==> src/rtl/adc_readout.sv <==
// ADC readout: one SPI sample per trigger, emitted sign-extended as an AXI4-Stream beat,
// with tlast every PACKET_LEN beats and a one-cycle last pulse back to the trigger block.
module adc_readout #(
  parameter int DATA_WIDTH = 18,
  parameter int SCK_DIV    = 2,
  parameter int PACKET_LEN = 1024
) (
  input  logic        aclk,
  input  logic        areset,
  input  logic        trigger,
  output logic        sck,
  input  logic        sdo,
  output logic [31:0] m_axis_tdata,
  output logic        m_axis_tvalid,
  input  logic        m_axis_tready,
  output logic        m_axis_tlast,
  output logic        last,
  output logic        overflow
);

  localparam logic [0:0] IDLE  = 1'b0;
  localparam logic [0:0] SHIFT = 1'b1;

  localparam int DIV_W  = (SCK_DIV > 1) ? $clog2(SCK_DIV) : 1;
  localparam int BIT_W  = $clog2(DATA_WIDTH + 1);
  localparam int BEAT_W = (PACKET_LEN > 1) ? $clog2(PACKET_LEN) : 1;

  localparam logic [DIV_W-1:0]  DIV_LAST  = DIV_W'(SCK_DIV - 1);
  localparam logic [BIT_W-1:0]  BIT_FULL  = BIT_W'(DATA_WIDTH);
  localparam logic [BEAT_W-1:0] BEAT_LAST = BEAT_W'(PACKET_LEN - 1);

  logic [0:0]            state_q, state_d;
  logic [DIV_W-1:0]      div_q, div_d;
  logic [BIT_W-1:0]      bit_q, bit_d;
  logic [DATA_WIDTH-1:0] shift_q, shift_d;
  logic                  sck_q, sck_d;
  logic                  valid_q, valid_d;
  logic [31:0]           data_q, data_d;
  logic                  tlast_q, tlast_d;
  logic [BEAT_W-1:0]     beat_q, beat_d;
  logic                  last_q, last_d;
  logic                  ovf_q, ovf_d;

  logic        tick, rise, done, hs, load, drop;
  logic [31:0] sample_ext;

  assign tick = (state_q == SHIFT) && (div_q == DIV_LAST);
  assign rise = tick && !sck_q;
  // The completion cycle is the one whose edge ends the high phase of the last sck pulse.
  assign done = tick && sck_q && (bit_q == BIT_FULL);
  assign hs   = valid_q && m_axis_tready;
  assign load = done && (!valid_q || m_axis_tready);
  assign drop = done && valid_q && !m_axis_tready;

  assign sample_ext = 32'($signed(shift_q));

  always_comb begin
    // NOTE: every next-state signal gets a default first, so no latch can be inferred.
    state_d = state_q;
    div_d   = div_q;
    bit_d   = bit_q;
    shift_d = shift_q;
    sck_d   = sck_q;
    case (state_q)
      IDLE: begin
        if (trigger) begin
          state_d = SHIFT;
          div_d   = '0;
          bit_d   = '0;
          sck_d   = 1'b0;
        end
      end
      default: begin
        if (tick) begin
          div_d = '0;
          sck_d = !sck_q;
        end else begin
          div_d = div_q + DIV_W'(1);
        end
        if (rise) begin
          shift_d = {shift_q[DATA_WIDTH-2:0], sdo};
          bit_d   = bit_q + BIT_W'(1);
        end
        if (done) state_d = IDLE;
      end
    endcase
  end

  always_comb begin
    beat_d = beat_q;
    if (hs) beat_d = (beat_q == BEAT_LAST) ? '0 : beat_q + BEAT_W'(1);

    valid_d = valid_q;
    data_d  = data_q;
    tlast_d = tlast_q;
    // A beat loading in the handshake cycle takes the post-handshake beat index.
    if (load) begin
      valid_d = 1'b1;
      data_d  = sample_ext;
      tlast_d = (beat_d == BEAT_LAST);
    end else if (hs) begin
      valid_d = 1'b0;
    end

    last_d = hs && tlast_q;
    ovf_d  = ovf_q || drop || ((state_q == SHIFT) && trigger);
  end

  always_ff @(posedge aclk or posedge areset) begin
    if (areset) begin
      state_q <= IDLE;
      div_q   <= '0;
      bit_q   <= '0;
      shift_q <= '0;
      sck_q   <= 1'b0;
      valid_q <= 1'b0;
      // NOTE: the data path is reset as well so tdata reads 0 straight out of reset.
      data_q  <= '0;
      tlast_q <= 1'b0;
      beat_q  <= '0;
      last_q  <= 1'b0;
      ovf_q   <= 1'b0;
    end else begin
      // NOTE: sequential state is updated with non-blocking assignments only.
      state_q <= state_d;
      div_q   <= div_d;
      bit_q   <= bit_d;
      shift_q <= shift_d;
      sck_q   <= sck_d;
      valid_q <= valid_d;
      data_q  <= data_d;
      tlast_q <= tlast_d;
      beat_q  <= beat_d;
      last_q  <= last_d;
      ovf_q   <= ovf_d;
    end
  end

  assign sck           = sck_q;
  assign m_axis_tdata  = data_q;
  assign m_axis_tvalid = valid_q;
  assign m_axis_tlast  = tlast_q;
  assign last          = last_q;
  assign overflow      = ovf_q;

endmodule
==> config.mk <==
export PLATFORM = sky130hd
export DESIGN_NAME = adc_readout
export DESIGN_NICKNAME = d
export VERILOG_FILES = /design/src/rtl/adc_readout.sv
export SDC_FILE = /design/constraint.sdc
export NUM_CORES = 1
export LEC_CHECK = 0
export BUFFER_PORTS_ARGS = -buffer_cell sky130_fd_sc_hd__buf_4
export CAP_MARGIN = 20
export CORE_ASPECT_RATIO = 1.2
export CORE_MARGIN = 2
export CORE_UTILIZATION = 25
export CTS_BUF_LIST = sky130_fd_sc_hd__clkbuf_16
export DETAILED_ROUTE_END_ITERATION = 10
export SKIP_LAST_GASP = 1
export SLEW_MARGIN = 0
export SYNTH_ARGS = -nofsm -noshare
export SYNTH_HDL_FRONTEND = slang
export SYNTH_SLANG_ARGS = --single-unit
export TNS_END_PERCENT = 20
==> constraint.sdc <==
create_clock -name aclk -period 3.4 [get_ports aclk]
set_input_delay 0.68 -clock aclk [delete_from_list [all_inputs] [get_ports aclk]]
set_output_delay 0.68 -clock aclk [all_outputs]
set_load 0.03 [all_outputs]
==> results of run 1 <==
[Yosys cell counts, types with 4 or more instances]
master	n	area (sq um)
nand2_1	66	248
dfrtp_1	58	1450
mux2_2	18	203
buf_4	15	113
o21ai_0	8	40.0
xor2_1	7	61.3
nand3_1	6	30.0
nor2_1	6	22.5
nand2b_1	5	31.3
a21oi_1	4	20.0
and2_1	4	25.0
and3_1	4	25.0
clkbuf_1	4	15.0
nand4_1	4	25.0
[metal layers]
metal  track usage  vias to the layer above  part of all wire
met5             0                        -                 0
met4        0.0528                        0             0.018
met3        0.0338                        7             0.042
met2         0.160                       41              0.49
met1         0.116                      852              0.45
li1              -                      870                 -
[power groups by stage]
stage                     Sequential [mW]  Combinational (mW)  Clock, mW
after floorplan                      1.07               0.331          0
after global placement               1.03               0.561          0
after detailed placement             1.03               0.572          0
after CTS                            1.02               0.576      0.950
after global routing                 1.05               0.646      0.983
final                                1.02               0.567      0.927
[path summary, 6_finish.rpt]
check / start / endpoint / depth (start not counted)
setup / recovery: bit_q[0] / m_axis_tdata[7] / 6
hold / removal: areset / beat_q[0] / 2
setup reg to reg: bit_q[0] / m_axis_tdata[7] / 6
hold reg to reg: shift_q[8] / shift_q[9] / 2
max in group asynchronous: areset / shift_q[8] / 3
min in group aclk: shift_q[8] / shift_q[9] / 2
[state kept, by name, indices dropped and copies added (netlist names)]
signal         flops
m_axis_tdata      18
shift_q           18
beat_q            10
bit_q              5
div_q              1
last               1
m_axis_tlast       1
m_axis_tvalid      1
overflow           1
sck                1
state_q            1
[cells in the final DEF (no fill, tap or decap), types with 3 or more instances in the layout]
cell / count
nand4_1: 4
inv_1: 3
nand2_1: 66
o21ai_0: 8
xor2_1: 7
clkbuf_16: 9
xnor2_1: 3
ha_1: 3
buf_4: 45
nand2b_1: 5
nor2_1: 6
o31ai_1: 3
and2_1: 4
nand3_1: 6
mux2_2: 18
and3_1: 4
dfrtp_1: 58
a21oi_1: 4
[layout make-up]
type / instances / area [sq um] / share of cell area
Clock inverter: 7 / 85.1 / 0.0260
Clock buffer: 9 / 225 / 0.0689
Tap cell: 126 / 158 / 0.0483
Multi-Input combinational cell: 160 / 998 / 0.306
Sequential cell: 58 / 1450 / 0.444
Timing Repair Buffer: 45 / 338 / 0.103
Inverter: 3 / 11.3 / 0.00345
[logic make-up after synthesis]
| kind of cell | after synthesis | synth area share |
|---|---|---|
| AOI/OAI and AO/OA | 21 | 0.0494 |
| xor gates and xnor gates | 10 | 0.0336 |
| adders and majority gates | 3 | 0.0144 |
| buffers and inverters | 25 | 0.0614 |
| DFF | 58 | 0.556 |
| muxes | 20 | 0.0853 |
| and+or+nand+nor | 106 | 0.200 |
[metrics by stage]
stage / cell area (sq um) / cells / hold WS (ps) / power [mW]
CTS: 3270 / 408 / 432 / 2.55
global placement: 2960 / 392 / 455 / 1.59
global route: 3270 / 408 / 468 / 2.68
floorplan: 2610 / 243 / 440 / 1.40
finish: 3270 / 408 / 418 / 2.51
detailed placement: 2960 / 392 / 467 / 1.60
==> impl_metrics.toml, run 1 <==
[setup_path]
path_class = "reg2reg"
cp_slowest_cell = "nor4b_4"
crit_arrival_ps = 2390
required_ps = 3610
cp_cell_sequence = "inv_1 -> ha_1 -> nand2_1 -> nor4b_4 -> buf_4 -> mux2_2"
critPathBufInv = 2
crit_path_max_fanout = 11
rrSetupSlack_ps = 1220
cp-start-kind = "flip-flop"
slowest_delay_ps = 680
critPathTopFamily = "simple AND/OR/NAND/NOR gates"
endpoint_kind = "flip-flop"

[global_route]
antenna_found_initial = 0
grt_pass1_vias = 1798
gr-usage-all-layers = 0.0985
grt_start_max_net_pins = 32
grt_pass1_wl_microns = 8710
grt-ovfl-total = 0

[synth]
syn_area_sq_um = 2610
synth_edf_count = 0
postSynthNetCount = 251
yosysWarnings = 0
ys_ff_latch = 58
yosysUniqueCellTypes = 35
async_flop_share = 1.00
ys_seq_area_frac = 0.556
syn_area_per_cell_sq_um = 10.7
synthCells = 243
synth_ff_type = "dfrtp_1"

[clocking]
clock_path_buffers = 2
cts_sinks = 58
insertion_delay_ps = 330
cts_tree = "done"
ctsResizeCount = 0
cts_buffers = 9
post_cts_buffers = 0
cts_root_buf = "clkbuf_16"
clk_pin_slew_ps = 50
ctsHtreeMaxLevel = 3
cts_hold_buf = 0

[placed_design]
gp_congestion = 0.813
port-buffer-count = 41
hpwl_microns = 3470
pre_cts_ws_ps = 981

[cells_and_area]
drive_gt1_frac = 0.287
antenna_cells = 0
fin_util = 0.323
fin_nets = 285
fillers = 1059
syn2layout_area_growth_pct = 25.2

[power]
combPwrFrac = 0.225
seqPwrFrac = 0.406
p_sw_frac = 0.319
power.internal_mw = 1.71
p_leak_nw = 1.68
p_switching_uw = 802
clockPowerShare = 0.369
worst_ir_drop_vdd_uv = 279
power_density_nw_per_um2 = 769

[timing]
worst_slack_ps = 1220
period_share = 0.642
finalClockSkew_ps = 5.53
max_freq_mhz = 458
period_needed_ps = 2180
worst_pin_slew_ps = 725
slew_violations = 0
setup_viol = 0
setup_tns_ps = 0
hold_viol = 0
rsz0062_at_grt = "false"
slew_headroom = 0.515

[routing]
finalWirelength_microns = 4950
wl_per_cell_microns = 12.1
final_antenna_net_count = 0
via_count = 1770
drtPass1Iterations = 4
routed_via_density = 4.34
drt_iter0_drc = 87
remaining_drc_errors = 0

[floorplan]
io_pins = 42
die_height_microns = 116
dieArea_sq_um = 11300
fp-row-count = 40
core_area_sq_um = 10100
initial_core_util = 0.258
die_w_microns = 97.3

[hold_path]
hp-class = "in2async"

[job]
maxCapViolations = 0

[status]
status = "finished clean"
(Power assumes the default switching activity.)
==> inputs of run 2 (changes only) <==
==> constraint.sdc (replaced) <==
create_clock -name aclk -period 1.85 [get_ports aclk]
set_input_delay 0.37 -clock aclk [delete_from_list [all_inputs] [get_ports aclk]]
set_output_delay 0.37 -clock aclk [all_outputs]
set_load 0.03 [all_outputs]
==> impl_metrics.toml, run 2 (same netlist as run 1, synthesis figures left out) <==
[placed_design]
port-buffer-count = 41
gp_congestion = 0.758
hpwl_microns = 3560

[timing]
hold_viol = 0
max_freq_mhz = 579
slew_violations = 0
rsz0062_at_grt = "true"
worst_pin_slew_ps = 501
slew_headroom = 0.666
setup_viol = 0
period_share = 0.933
setup_tns_ps = 0
period_needed_ps = 1730
finalClockSkew_ps = 7.34

[clocking]
cts_sinks = 58
cts_buffers = 9
clk_pin_slew_ps = 50
post_cts_buffers = 0
cts_tree = "done"
cts_hold_buf = 0
ctsResizeCount = 0
ctsHtreeMaxLevel = 3
clock_path_buffers = 2
insertion_delay_ps = 330
cts_root_buf = "clkbuf_16"

[setup_path]
rrSetupSlack_ps = 120
crit_arrival_ps = 1940
required_ps = 2060
reg2regPathDepth = 6
path_class = "reg2reg"
crit_path_max_fanout = 8
cp-start-kind = "flip-flop"
reg2reg_to = "m_axis_tdata[8]"
endpoint_kind = "flip-flop"
rr_startpoint = "bit_q[0]"

[cells_and_area]
fin_util = 0.330
final_common_cell = "nand2_1"
syn2layout_area_growth_pct = 28.0
layout_common_cells = "66 x nand2_1, 58 x dfrtp_1, 51 x buf_4, 18 x mux2_2, 9 x clkbuf_16"
fin_nets = 292
antenna_cells = 0
drive_gt1_frac = 0.315

[floorplan]
fp-row-count = 40
initial_core_util = 0.258
core_area_sq_um = 10100
die_height_microns = 116
io_pins = 42
dieArea_sq_um = 11300
die_w_microns = 97.3

[routing]
via_count = 1799
remaining_drc_errors = 0
finalWirelength_microns = 5060
wl_per_cell_microns = 12.2
final_antenna_net_count = 0
drt_iter0_drc = 62
drtPass1Iterations = 4
routed_via_density = 4.33

[job]
maxCapViolations = 0

[status]
status = "finished clean"

[global_route]
grt-ovfl-total = 0
grt_pass1_wl_microns = 8780
grt_start_max_net_pins = 37
grt_pass1_vias = 1814
antenna_found_initial = 0
gr-usage-all-layers = 0.0996

[power]
power_density_nw_per_um2 = 1420
power.total_mw = 4.74
p_leak_nw = 1.71
worst_ir_drop_vdd_uv = 707

[hold_path]
hp-class = "in2async"
==> run 2: worst max-delay path by stage <==
| stage | start | endpoint | slack, ps | cells after the start |
|---|---|---|---|---|
| 6_report | bit_q[0] | m_axis_tdata[8] | 120 | 6 |
| 5_1_grt | bit_q[0] | m_axis_tdata[3] | -10 | 6 |
| 4_1_cts | bit_q[0] | m_axis_tdata[8] | 60 | 6 |
| 3_5_place_dp | bit_q[0] | m_axis_tdata[8] | 70 | 6 |
| 3_3_place_gp | bit_q[0] | m_axis_tdata[9] | 100 | 6 |
| 2_1_floorplan | areset | beat_q[0] | 50 | 1 |
==> run 2: critical path: stages, from the launching register on <==
cell     delay, ps
dfrtp_1        410
inv_1           70
ha_1           130
nand2_1         90
nor4b_4        330
buf_4          240
mux2_2         340
==> run 2: power by group <==
part	switching [mW]	internal, mW	leakage [nW]	total (mW)
Sequential	0.245	1.58	0.775	1.83
Clock	0.587	1.17	0.151	1.76
Combinational	0.698	0.450	0.785	1.15
Total	1.53	3.21	1.71	4.74
==> run 2: cell type report <==
type                       count  area, sq um
clock buffer                   9          225
clock inverter                 7         93.8
fill                        1034         6770
inverter                       3         11.3
multi-input combinational    160          998
sequential                    58         1450
tap                          126          158
timing repair buffer          52          403
==> run 2: metal layers <==
layer,global-route usage,share of wire,wire [microns],vias to the layer above
li1,-,-,-,886
met1,0.116,0.43,2150,862
met2,0.169,0.51,2560,40
met3,0.0290,0.045,225,11
met4,0.0528,0.023,115,0
met5,0,0,0,-
==> run 2: stage by stage <==
step | hold WS, ps | instances | setup WS (ps) | instance area, sq um
6_report | 77.7 | 415 | 123 | 3340
4_1_cts | 97.4 | 415 | 58.3 | 3340
3_3_place_gp | 441 | 399 | 99.8 | 3020
5_1_grt | 120 | 415 | -10.5 | 3340
3_5_place_dp | 450 | 399 | 68.1 | 3020
2_1_floorplan | 440 | 243 | 52.0 | 2610
==> inputs of run 3 (changes only) <==
--- a/config.mk
+++ b/config.mk
@@ -12,6 +12,7 @@
 export CORE_UTILIZATION = 25
 export CTS_BUF_LIST = sky130_fd_sc_hd__clkbuf_16
 export DETAILED_ROUTE_END_ITERATION = 10
+export REMOVE_ABC_BUFFERS = 1
 export SKIP_LAST_GASP = 1
 export SLEW_MARGIN = 0
 export SYNTH_ARGS = -nofsm -noshare
==> impl_metrics.toml, run 3 (same netlist as run 1, synthesis figures left out) <==
[status]
status = "finished clean"

[clocking]
cts_tree = "done"
clk_pin_slew_ps = 50
cts_root_buf = "clkbuf_16"
cts_sinks = 58
insertion_delay_ps = 320
clock_path_buffers = 2
cts_buffers = 9
cts_hold_buf = 0
ctsHtreeMaxLevel = 3

[placed_design]
gp_congestion = 0.830
hpwl_microns = 3560
placed_cell_area_sq_um = 3040
port-buffer-count = 41
pre_cts_ws_ps = 111
placed_cells = 400

[routing]
final_antenna_net_count = 0
finalWirelength_microns = 5120
drtPass1Iterations = 6
remaining_drc_errors = 0
routed_via_density = 4.36
drt_iter0_drc = 45
via_count = 1814
wl_per_cell_microns = 12.3

[floorplan]
core_area_sq_um = 10100
initial_core_util = 0.258
die_height_microns = 116
fp-row-count = 40
io_pins = 42
dieArea_sq_um = 11300
die_w_microns = 97.3

[cells_and_area]
post-route-cell-area_sq_um = 3400
fin_nets = 293
drive_gt1_frac = 0.310
finalNonFillerCells = 416
fillers = 1022
layout_common_cells = "66 x nand2_1, 58 x dfrtp_1, 50 x buf_4, 18 x mux2_2, 9 x clkbuf_16"
multiInputGateArea_sq_um = 998
final_common_cell = "nand2_1"
antenna_cells = 0
fin_util = 0.337
syn2layout_area_growth_pct = 30.4
regArea_sq_um = 1450

[timing]
max_freq_mhz = 575
finalClockSkew_ps = 4.64
period_share = 0.940
rsz0062_at_grt = "true"
setup_tns_ps = 0
setup_viol = 0
worst_slack_ps = 112
hold_viol = 0
whs_ps = 67.8
slew_violations = 0
period_needed_ps = 1740
worst_pin_slew_ps = 458
slew_headroom = 0.694

[global_route]
grt-ovfl-total = 0
gr-usage-all-layers = 0.0984
grt_pass1_vias = 1829
antenna_found_initial = 0
grt_pass1_wl_microns = 8830
grt_start_max_net_pins = 23

[power]
worst_ir_drop_vdd_uv = 647
power.total_mw = 4.96
p_leak_nw = 1.75
power_density_nw_per_um2 = 1460

[setup_path]
cp-start-kind = "flip-flop"
crit_path_max_fanout = 12
slowest_delay_ps = 410
critPathTopFamily = "flip-flops"
crit_arrival_ps = 1940
critPathBufInv = 2
endpoint_kind = "flip-flop"
required_ps = 2050
cp_cell_sequence = "inv_1 -> ha_1 -> nand2_1 -> nor4b_4 -> buf_4 -> mux2_2"
cp_slowest_cell = "dfrtp_1"
path_class = "reg2reg"

[hold_path]
hp-class = "in2async"

[job]
maxCapViolations = 0
-- run 3: cell count changes in the layout (fill, tap and decap cells not counted) --
cell	change
bufinv_16	+2
clkinvlp_4	-2
buf_12	+1
buf_4	-1
buf_6	+1
clkinv_1	+1
clkinv_2	-1
clkinv_4	-1
inv_1	+1
-- run 3: final timing paths --
check                      depth (start not counted)   startpoint  slack, ps                to
setup / recovery                                   6     bit_q[0]        110  m_axis_tdata[11]
hold / removal                                     2       areset         70         beat_q[7]
setup reg to reg                                   6     bit_q[0]        110  m_axis_tdata[11]
hold reg to reg                                    2  shift_q[17]        460       shift_q[17]
max in group asynchronous                          3       areset       1310          bit_q[1]
min in group aclk                                  3          sdo        250        shift_q[0]
-- run 3: routing by layer --
metal  global-route usage  wire (microns)  vias to the layer above
met5                    0               0                        -
met2                0.161            2530                       32
met3               0.0483             236                        5
met1                0.116            2310                      888
li1                     -               -                      889
met4               0.0287              38                        0
-- run 3: cell type report --
class | count | area share
repair buffers | 53 | 0.125
clock buffers | 9 | 0.0662
flip-flops and latches | 58 | 0.426
inverters | 3 | 0.00331
well taps | 126 | 0.0463
clock inverters | 7 | 0.0390
multi-input cells | 160 | 0.293
-- run 3: what timing repair did --
item,in CTS,in global routing
gates resized for setup,0,1
setup endpoints to repair,0,1
buffers inserted,0,0
hold endpoints to repair,0,0
-- run 3: where the power goes --
group / internal [mW] / switching (mW) / total (mW)
Sequential: 1.58 / 0.254 / 1.84
Clock: 1.44 / 0.545 / 1.98
Combinational: 0.459 / 0.685 / 1.14
